### src/rtl/ravenoc_pkg.sv
// Shared flit field layout and helpers for the router output port.
// Flit: {type[2], x, y, pkt_size, payload}, type in the top bits.
package ravenoc_pkg;

    typedef enum logic [1:0] {
        HEAD_FLIT = 2'd0,
        BODY_FLIT = 2'd1,
        TAIL_FLIT = 2'd2
    } flit_type_t;

    localparam int FlitTpWidth = 2;
    localparam int XWidth      = 2;
    localparam int YWidth      = 2;
    localparam int PktWidth    = 8;

    // Index width that stays legal for a single entry.
    function automatic int MinBitWidth(input int n);
        return (n <= 1) ? 1 : $clog2(n);
    endfunction

endpackage

### src/rtl/rr_arbiter.sv
// Round-robin arbiter: one-hot grant, search starts at ptr.
// Ports: update_i moves ptr past the current winner; req_i/grant_o.
module rr_arbiter
    import ravenoc_pkg::*;
#(
    parameter int N_OF_INPUTS = 2
) (
    input  logic                   clk,
    input  logic                   arst,
    input  logic                   update_i,
    input  logic [N_OF_INPUTS-1:0] req_i,
    output logic [N_OF_INPUTS-1:0] grant_o
);

    localparam int PW = MinBitWidth(N_OF_INPUTS);

    logic [PW-1:0] ptr;
    logic [PW-1:0] ptr_nxt;
    logic          found;
    int            k;

    always_comb begin
        grant_o = '0;
        ptr_nxt = ptr;
        found   = 1'b0;
        k       = 0;
        for (int i = 0; i < N_OF_INPUTS; i++) begin
            k = int'(ptr) + i;
            if (k >= N_OF_INPUTS) begin
                k = k - N_OF_INPUTS;
            end
            if (!found && req_i[k]) begin
                found      = 1'b1;
                grant_o[k] = 1'b1;
                ptr_nxt    = (k == N_OF_INPUTS - 1)
                           ? '0 : PW'(k + 1);
            end
        end
    end

    always_ff @(posedge clk or negedge arst) begin
        if (!arst) begin
            ptr <= '0;
        end else if (update_i) begin
            ptr <= ptr_nxt;
        end
    end

endmodule

### src/rtl/output_port_arbiter.sv
// Router output port: per-VC wormhole input arbitration, VC
// arbitration, per-VC credits and a registered link stage.
// Ports: fin_* from input modules, fout_* to link, credit_i in,
// credit_cnt_o / err_credit_o status.
module output_port_arbiter
    import ravenoc_pkg::*;
#(
    parameter  int N_INPUTS       = 4,
    parameter  int N_VC           = 3,
    parameter  int FLIT_WIDTH     = 34,
    parameter  int CREDITS        = 2,
    parameter  int VC_ARB_MODE    = 0,
    parameter  int HIGH_PRIO_ZERO = 1,
    localparam int VC_W           = MinBitWidth(N_VC),
    localparam int CNT_W          = $clog2(CREDITS + 1)
) (
    input  logic                           clk,
    input  logic                           arst,
    input  logic [N_INPUTS-1:0]            fin_valid_i,
    input  logic [N_INPUTS*VC_W-1:0]       fin_vc_i,
    input  logic [N_INPUTS*FLIT_WIDTH-1:0] fin_flit_i,
    output logic [N_INPUTS-1:0]            fin_ready_o,
    output logic                           fout_valid_o,
    output logic [VC_W-1:0]                fout_vc_o,
    output logic [FLIT_WIDTH-1:0]          fout_flit_o,
    input  logic [N_VC-1:0]                credit_i,
    output logic [N_VC*CNT_W-1:0]          credit_cnt_o,
    output logic                           err_credit_o
);

    localparam int IN_W   = MinBitWidth(N_INPUTS);
    localparam int TP_HI  = FLIT_WIDTH - 1;
    localparam int PKT_HI = FLIT_WIDTH - FlitTpWidth
                          - XWidth - YWidth - 1;

    logic [N_VC-1:0]       lock;
    logic [IN_W-1:0]       owner [N_VC];
    logic [CNT_W-1:0]      cnt   [N_VC];
    logic [N_INPUTS-1:0]   req   [N_VC];
    logic [N_INPUTS-1:0]   gnt   [N_VC];
    logic [N_VC-1:0]       elig;
    logic [N_VC-1:0]       vc_gnt;
    logic                  accept;
    logic [VC_W-1:0]       sel_vc;
    logic [IN_W-1:0]       win;
    logic [FLIT_WIDTH-1:0] sel_flit;
    flit_type_t            sel_tp;
    logic                  size_nz;
    logic                  pkt_end;

    // Locked VCs only see their owner; elig needs a credit.
    always_comb begin
        for (int v = 0; v < N_VC; v++) begin
            req[v] = '0;
            for (int i = 0; i < N_INPUTS; i++) begin
                req[v][i] = fin_valid_i[i]
                    && (fin_vc_i[i*VC_W +: VC_W] == VC_W'(v))
                    && (!lock[v] || owner[v] == IN_W'(i));
            end
            elig[v] = (|req[v]) && (cnt[v] != '0);
        end
    end

    for (genvar v = 0; v < N_VC; v++) begin : g_in_arb
        rr_arbiter #(
            .N_OF_INPUTS(N_INPUTS)
        ) u_in_arb (
            .clk     (clk),
            .arst    (arst),
            .update_i(vc_gnt[v] && pkt_end),
            .req_i   (req[v]),
            .grant_o (gnt[v])
        );
    end

    if (VC_ARB_MODE == 1) begin : g_vc_rr
        rr_arbiter #(
            .N_OF_INPUTS(N_VC)
        ) u_vc_arb (
            .clk     (clk),
            .arst    (arst),
            .update_i(accept),
            .req_i   (elig),
            .grant_o (vc_gnt)
        );
    end else begin : g_vc_fp
        int p;
        // Walk lowest to highest priority; last hit wins.
        always_comb begin
            vc_gnt = '0;
            p      = 0;
            for (int v = 0; v < N_VC; v++) begin
                p = (HIGH_PRIO_ZERO != 0) ? (N_VC - 1 - v) : v;
                if (elig[p]) begin
                    vc_gnt    = '0;
                    vc_gnt[p] = 1'b1;
                end
            end
        end
    end

    assign accept = |vc_gnt;

    always_comb begin
        sel_vc      = '0;
        win         = '0;
        fin_ready_o = '0;
        for (int v = 0; v < N_VC; v++) begin
            if (vc_gnt[v]) begin
                sel_vc      = VC_W'(v);
                fin_ready_o = gnt[v];
            end
        end
        for (int i = 0; i < N_INPUTS; i++) begin
            if (fin_ready_o[i]) begin
                win = IN_W'(i);
            end
        end
    end

    assign sel_flit = fin_flit_i[win*FLIT_WIDTH +: FLIT_WIDTH];
    assign sel_tp   = flit_type_t'(sel_flit[TP_HI -: FlitTpWidth]);
    assign size_nz  = |sel_flit[PKT_HI -: PktWidth];
    assign pkt_end  = (sel_tp == TAIL_FLIT)
                   || (sel_tp == HEAD_FLIT && !size_nz);

    // A head always restarts the packet, even from a locked owner.
    always_ff @(posedge clk or negedge arst) begin
        if (!arst) begin
            lock <= '0;
            for (int v = 0; v < N_VC; v++) begin
                owner[v] <= '0;
            end
        end else if (accept) begin
            if (sel_tp == HEAD_FLIT) begin
                lock[sel_vc]  <= size_nz;
                owner[sel_vc] <= win;
            end else if (sel_tp == TAIL_FLIT) begin
                lock[sel_vc]  <= 1'b0;
            end
        end
    end

    always_ff @(posedge clk or negedge arst) begin
        if (!arst) begin
            err_credit_o <= 1'b0;
            for (int v = 0; v < N_VC; v++) begin
                cnt[v] <= CNT_W'(CREDITS);
            end
        end else begin
            for (int v = 0; v < N_VC; v++) begin
                if (credit_i[v] && !vc_gnt[v]) begin
                    if (cnt[v] == CNT_W'(CREDITS)) begin
                        err_credit_o <= 1'b1;
                    end else begin
                        cnt[v] <= cnt[v] + 1'b1;
                    end
                end else if (!credit_i[v] && vc_gnt[v]) begin
                    cnt[v] <= cnt[v] - 1'b1;
                end
            end
        end
    end

    always_comb begin
        credit_cnt_o = '0;
        for (int v = 0; v < N_VC; v++) begin
            credit_cnt_o[v*CNT_W +: CNT_W] = cnt[v];
        end
    end

    always_ff @(posedge clk or negedge arst) begin
        if (!arst) begin
            fout_valid_o <= 1'b0;
            fout_vc_o    <= '0;
            fout_flit_o  <= '0;
        end else begin
            fout_valid_o <= accept;
            if (accept) begin
                fout_vc_o   <= sel_vc;
                fout_flit_o <= sel_flit;
            end
        end
    end

endmodule

### config.mk
export PLATFORM = sky130hd
export DESIGN_NAME = output_port_arbiter
export DESIGN_NICKNAME = d
export VERILOG_FILES = /design/src/rtl/ravenoc_pkg.sv /design/src/rtl/rr_arbiter.sv /design/src/rtl/output_port_arbiter.sv
export SDC_FILE = /design/constraint.sdc
export NUM_CORES = 1
export LEC_CHECK = 0
export CAP_MARGIN = 20
export CORE_MARGIN = 1
export CORE_UTILIZATION = 47
export CTS_BUF_LIST = sky130_fd_sc_hd__clkbuf_4 sky130_fd_sc_hd__clkbuf_8 sky130_fd_sc_hd__clkbuf_16
export DETAILED_ROUTE_END_ITERATION = 16
export GPL_TIMING_DRIVEN = 0
export PLACE_DENSITY = 0.84
export SYNTH_ARGS = -nofsm -noshare
export SYNTH_HDL_FRONTEND = slang
export SYNTH_SLANG_ARGS = --single-unit
### constraint.sdc
create_clock -name clk -period 11.2 [get_ports clk]
set_input_delay 1.12 -clock clk [delete_from_list [all_inputs] [get_ports clk]]
set_output_delay 1.12 -clock clk [all_outputs]
set_load 0.1 [all_outputs]
==> results.md, run 1 <==
- Cell count after synthesis: 644
- Critical path type: primary input to primary output
- Smallest hold slack: 481 ps
- Worst-path clk slew: 50 ps
- Final Hold Fails: 0
- Hold Crit Endpoint: fout_vc_o[0]
- FMAX: 131 MHz
- Final Instance Area: 0.00785 sq mm
- CTS Hold Bufs: 0
- Async S/R FF share, synth: 100%
- Leakage: 3.21 nW
- Final slew viol count: 0
- Vias/cell: 6.15
- Pre-CTS setup slack: 3700 ps
- Worst skew pair latency: 330 ps
- Vias in the first global route: 6,000
- Reg2reg end: g_in_arb[0].u_in_arb.ptr[0]
- Worst Setup SP: fin_vc_i[5]
- Num Clock Sinks: 59
- Layout cells sized above 1: 7.53%
- N_diodes: 0
- Endpoints failing setup: 0
- CTS Buf Count: 9
- Seq/Total Area, Yosys: 27.6%
- Fillers: 862
- CTS tree: built
- Clock Tree Buf Depth: 2
- Die height: 109 microns
- RSZ-0062 raised after global routing: no
- Crit path required time: 10,080 ps
- Clock H-tree levels: 3
- FF-to-FF Start: g_in_arb[0].u_in_arb.ptr[0]
- Syn-to-layout area delta: 46.3%
- Non-filler cells, final: 1,003
- Gpl congestion: 0.936
- CORE AREA: 0.0110 sq mm
- IO Count: 201
- Final Net Count: 1,032
- Resize count post-CTS: 0
- HPWL Detailed: 15.9 mm
- Post-Synthesis Net Count: 818
- Placed inst area: 0.00756 sq mm
- First-pass GRT wire length: 30.0 mm
- Hold Path Cell Cnt: 2
- Cell Pwr Density: 351 mW/mm^2
- R2r setup slk: 5650 ps
- CP arrival: 6490 ps
- Die footprint: 0.0119 sq mm
- WL per Instance: 19.7 microns
- Worst Hold Class: flop to flop
- Yosys warnings: 0
- Placed Instances: 986
- CP Max Fanout: 10
- Design Power: 2.75 mW
- Die X: 109 microns
- DRC: 0
- Least-Margin Pin Slew: 1160 ps
- IO Port Bufs: 200
- GRT Residual Overflow: 0
- Predominant post-synthesis flop cell: dfrtp_1
- CTS Root Cell: clkbuf_16
- Hold_sp: fout_vc_o[0]
- TNS Setup: 0 ps
- Initial core utilization: 48.9%
- Worst r2r path cells: 15
- Initial DRC count: 555
- First-pass DRT Iterations: 5
- Crit end category: primary output
- Final WS setup: 3590 ps
- Num rows: 38
- Status: complete, no violations
- Largest net degree at the start of global routing: 33
- Final wirelength: 19.7 mm
- VDD IR max: 0.226 mV
- Fin crit share: 67.9%
- Worst relative slew slack: 22.0%
- Post-synth EDFFs: 0
- Yosys reg bits: 59
- Layout Skew: 6.58 ps
- Final ANT Viol Nets: 0
- Syn Std Cell Area: 0.00537 sq mm
- Crit path time final: 7610 ps
- Initial antenna violation count: 0
- Via count: 6,168
- Postcts setup bufs: 0
- Count of different cell masters after synthesis: 78
- Avg Cell Area, Syn: 8.33 sq um
- Max Cap Viol: 0
- Tot GR Track Use: 33.4%
- CP Launch Type: primary input
- Core Util, Final: 71.5%
[cell type report]
cell class | instances | area (sq um) | share of cell area (%)
tap | 140 | 175 | 2.23
multi-input combinational | 535 | 3680 | 46.9
clock buffer | 16 | 284 | 3.62
buffer | 35 | 146 | 1.86
inverter | 15 | 58.8 | 0.749
sequential | 59 | 1480 | 18.8
timing repair buffer | 203 | 2030 | 25.8
[per-layer routing]
metal  global-route usage, %  vias up  part of all wire [%]
li1                        -     2857                     -
met1                    37.1     2933                    37
met2                    61.2      324                    52
met3                    6.22       54                   7.5
met4                    15.2        0                   3.5
met5                       0        -                     0
[layout by cell type (no fill, tap or decap), types with 4 or more instances in the layout]
cell,n
a22o_1,4
a211o_1,7
nand2_1,65
mux2_2,6
clkbuf_16,9
mux2i_1,36
clkdlybuf4s50_1,199
o211ai_1,6
a221o_1,6
clkbuf_1,22
nor2_1,76
or3_1,6
a222oi_1,4
o21bai_1,4
and3_1,8
a21oi_1,49
inv_1,10
buf_2,11
a41oi_1,4
nand3_1,15
dfrtp_1,56
a211oi_1,38
clkbuf_4,6
nor3_1,22
nand2b_1,13
nor2b_1,6
xnor2_1,8
o21a_1,4
o211a_1,4
ha_1,21
o21ai_0,39
mux4_2,8
and2_1,5
[report_power, final]
group | switching [mW] | internal [mW] | leakage, nW
combinational | 1.44 | 0.619 | 2.37
sequential | 0.0994 | 0.329 | 0.698
clock | 0.0936 | 0.171 | 0.146
[Yosys cell counts (all sizes together) (8+ instances only)]
cell type / number / share of area, %
nor2: 76 / 5.3
nand2: 65 / 4.5
dfrtp: 56 / 26
a21oi: 49 / 4.6
o21ai: 42 / 4.1
a211oi: 41 / 6.0
mux2i: 36 / 6.7
clkbuf: 23 / 1.6
nor3: 22 / 2.1
ha: 21 / 4.9
nand3: 15 / 1.4
inv: 13 / 0.96
nand2b: 13 / 1.5
buf: 12 / 1.1
and3: 8 / 0.93
mux4: 8 / 3.4
xnor2: 8 / 1.3
[state kept, by name, summed over array words and instances (netlist names)]
name / flops
lock: 3
fout_valid_o: 1
owner: 6
fout_flit_o: 34
fout_vc_o: 2
g_in_arb.u_in_arb.ptr: 6
credit_cnt_o: 6
err_credit_o: 1
[worst max-delay path by stage]
stage | endpoint | slack, ps
after floorplan | fin_ready_o[3] | 5460
after global placement | fin_ready_o[3] | 3800
after detailed placement | fin_ready_o[3] | 3700
after CTS | fin_ready_o[3] | 3680
after global routing | fin_ready_o[3] | 3280
final | fin_ready_o[3] | 3590
[cells by family (layout without fill, tap and decap cells)]
logic type,count (synthesis),in the layout,synth area share (%)
compound gates,215,215,29.6
fa+ha+maj,21,21,4.90
mux,50,50,11.3
buf+inv,50,269,3.82
xor+xnor,8,8,1.31
flops,59,59,27.6
simple gates,241,241,21.5
[worst max-delay path: stages]
cell	delay, ps
clkdlybuf4s50_1	570
nand3b_1	180
a211o_1	340
a2111o_1	400
a21boi_1	390
nand2_1	130
and3_1	260
nor4_4	470
clkbuf_1	470
clkbuf_1	420
clkbuf_1	490
clkdlybuf4s50_1	1240
(Power assumes the default switching activity.)
==> run 2, diff against run 1 <==
--- a/config.mk
+++ b/config.mk
@@ -7,11 +7,11 @@
 export LEC_CHECK = 0
 export CAP_MARGIN = 20
 export CORE_MARGIN = 1
-export CORE_UTILIZATION = 47
+export CORE_UTILIZATION = 41
 export CTS_BUF_LIST = sky130_fd_sc_hd__clkbuf_4 sky130_fd_sc_hd__clkbuf_8 sky130_fd_sc_hd__clkbuf_16
 export DETAILED_ROUTE_END_ITERATION = 16
 export GPL_TIMING_DRIVEN = 0
-export PLACE_DENSITY = 0.84
+export PLACE_DENSITY = 0.78
 export SYNTH_ARGS = -nofsm -noshare
 export SYNTH_HDL_FRONTEND = slang
 export SYNTH_SLANG_ARGS = --single-unit
==> constraint.sdc (replaced) <==
create_clock -name clk -period 6.4 [get_ports clk]
set_input_delay 0.64 -clock clk [delete_from_list [all_inputs] [get_ports clk]]
set_output_delay 0.64 -clock clk [all_outputs]
set_load 0.1 [all_outputs]
==> results.md, run 2 (synthesis results as in run 1) <==
- Status: complete, no violations
- Layout Skew: 5.96 ps (-0.612 ps)
- Final slew viol count: 0 (unchanged)
- Endpoints failing setup: 0 (unchanged)
- FF-to-FF Start: g_in_arb[0].u_in_arb.ptr[0]
- Final Net Count: 1,031 (-0.097%)
- Crit end category: primary output
- Worst-path clk slew: 50 ps (about the same)
- GRT Residual Overflow: 0 (unchanged)
- Layout cells sized above 1: 7.54% (+0.0087 points)
- IO Count: 201 (unchanged)
- Crit path required time: 5760 ps (-4320 ps)
- Vias in the first global route: 6,075 (+1.3%)
- Net Switching: 2.87 mW (+75%)
- RSZ-0062 raised after global routing: no
- R2r setup slk: 1100 ps (-4550 ps)
- CP delay by family, top: buffers and inverters
- Most common library cell in the layout ignoring fill and taps: clkdlybuf4s50_1
- Critical path type: flop to primary output
- Worst relative slew slack: 30.1% (+8.1 points)
- CP arrival: 5410 ps (-1080 ps)
- Largest net degree at the start of global routing: 42 (+27%)
- Stages on worst setup path: 14 (+2)
- Worst skew pair latency: 330 ps (about the same)
- Num Clock Sinks: 59 (unchanged)
- First-pass GRT wire length: 30.9 mm (+2.9%)
- Critical Path Most Common Cell: clkbuf_1
- DRC: 0 (unchanged)
- CORE AREA: 0.0127 sq mm (+15%)
- Die footprint: 0.0136 sq mm (+14%)
- Postcts setup bufs: 0 (unchanged)
- CTS Hold Bufs: 0 (unchanged)
- Clock Tree Buf Depth: 2 (unchanged)
- Clock power share: 10.0% (+0.4 points)
- Buf/Inv on CP: 8 (+3)
- Design Power: 4.84 mW (+76%)
- CTS Root Cell: clkbuf_16
- CP Max Fanout: 13 (+3)
- Crit path time final: 6050 ps
- CP Launch Type: flop
- Tot GR Track Use: 29.9% (-3.4 points)
- Worst r2r path cells: 15 (unchanged)
- Biggest register: fout_flit_o
- Cell Pwr Density: 612 mW/mm^2 (+75%)
- FMAX: 165 MHz
- Max reg flops: 34 (unchanged)
- HPWL Detailed: 15.9 mm (-0.22%)
- Combinational Power Share: 74.3% (-0.6 points)
- First-pass DRT Iterations: 6 (+1)
- Fin crit share: 94.6%
- Final Hold Fails: 0 (unchanged)
- Reg2reg end: g_in_arb[2].u_in_arb.ptr[0]
- IO Port Bufs: 200 (unchanged)
- Final wirelength: 19.7 mm (about the same)
- Most frequent cells in the layout: 198 x clkdlybuf4s50_1, 76 x nor2_1, 65 x nand2_1
- Gpl congestion: 0.993 (+6.0%)
- Least-Margin Pin Slew: 1050 ps (-116 ps)
- TNS Setup: 0 ps (unchanged)
- Initial antenna violation count: 0 (unchanged)
- Clock H-tree levels: 3 (unchanged)
- Initial DRC count: 422 (-24%)
- Leakage: 3.21 nW (about the same)
- Die X: 116 microns (+6.9%)
- Initial core utilization: 42.4% (-6.5 points)
- WL per Instance: 19.1 microns (-3.1%)
- Num rows: 41 (+7.9%)
- Reg area: 0.00148 sq mm (unchanged)
- Via count: 6,129 (-0.63%)
- Fillers: 1,100 (+28%)
- Slowest CP cell: nor4_4
- VDD IR max: 0.360 mV (+59%)
- Die height: 116 microns (+6.9%)
- Sequential power share: 15.7% (about the same)
- Resize count post-CTS: 3 (+3)
- Final ANT Viol Nets: 0 (unchanged)
- Worst Hold Class: primary input to asynchronous set/reset pin
- CTS Buf Count: 9 (unchanged)
- Switching Fraction: 59.3% (-0.12 points)
- Syn-to-layout area delta: 47.2%
- Multi-input gate area: 0.00368 sq mm (unchanged)
- CTS tree: built
- Max Cap Viol: 0 (unchanged)
- Max incr delay on CP: 600 ps (-640 ps)
- N_diodes: 0 (unchanged)
- Vias/cell: 5.93 (-3.6%)
- Cell chain of the critical path: clkbuf_1, inv_2, ha_1, buf_1, or3_1, a21oi_1, or2_0, clkbuf_1, a211oi_1, nor4_4, clkbuf_1, clkbuf_1, clkbuf_1, clkbuf_4
- Int Power: 1.97 mW (+76%)
run 2: power groups by stage:
| stage | clock network, mW | registers (mW) | logic (mW) |
|---|---|---|---|
| 5_1_grt | 0.504 | 0.781 | 3.83 |
| 4_1_cts | 0.484 | 0.753 | 3.58 |
| 3_3_place_gp | 0 | 0.743 | 3.50 |
| 6_report | 0.484 | 0.758 | 3.60 |
| 3_5_place_dp | 0 | 0.756 | 3.57 |
| 2_1_floorplan | 0 | 1.68 | 1.68 |
run 2: final cells by class:
class	count	area share, %
clock inverter	5	0.665
sequential	59	18.7
multi-input combinational	535	46.6
tap	172	2.72
inverter	15	0.744
timing repair buffer	202	25.6
clock buffer	11	3.12
buffer	35	1.85
run 2: through the flow:
step / hold slack [ps] / cells / setup slack (ps) / util [%] / instance area (sq um)
finish: 282 / 1034 / 345 / 62.4 / 7900
global placement: 458 / 1016 / -101 / 59.9 / 7580
detailed placement: 469 / 1018 / -171 / 60.0 / 7610
floorplan: 344 / 644 / 1510 / - / 5370
global route: 312 / 1034 / 69.2 / 62.4 / 7900
CTS: 287 / 1034 / 240 / 62.4 / 7910
run 2: worst max-delay path by stage:
stage	start	end
floorplan	g_in_arb[0].u_in_arb.ptr[0]	fin_ready_o[3]
global placement	fin_vc_i[5]	fin_ready_o[3]
detailed placement	fin_vc_i[5]	fin_ready_o[3]
CTS	g_in_arb[0].u_in_arb.ptr[0]	fin_ready_o[3]
global route	g_in_arb[0].u_in_arb.ptr[0]	fin_ready_o[3]
finish	g_in_arb[0].u_in_arb.ptr[0]	fin_ready_o[3]
run 2: worst register-to-register path, cell delays in order, from the launching register on:
cell,delay [ps]
dfrtp_1,410
clkbuf_1,310
inv_2,210
ha_1,330
buf_1,220
or3_1,440
a21oi_1,220
or2_0,140
clkbuf_1,240
a211oi_1,190
nor4_4,600
clkbuf_1,440
a311oi_1,160
nor3_1,720
a311oi_1,190
or3_1,350
run 2: per-layer routing:
metal	vias up	wire, microns	track usage [%]
met5	-	0	0
met4	0	752	14.9
met3	55	1320	5.40
met2	279	10100	53.0
met1	2927	7500	34.7
li1	2868	-	-
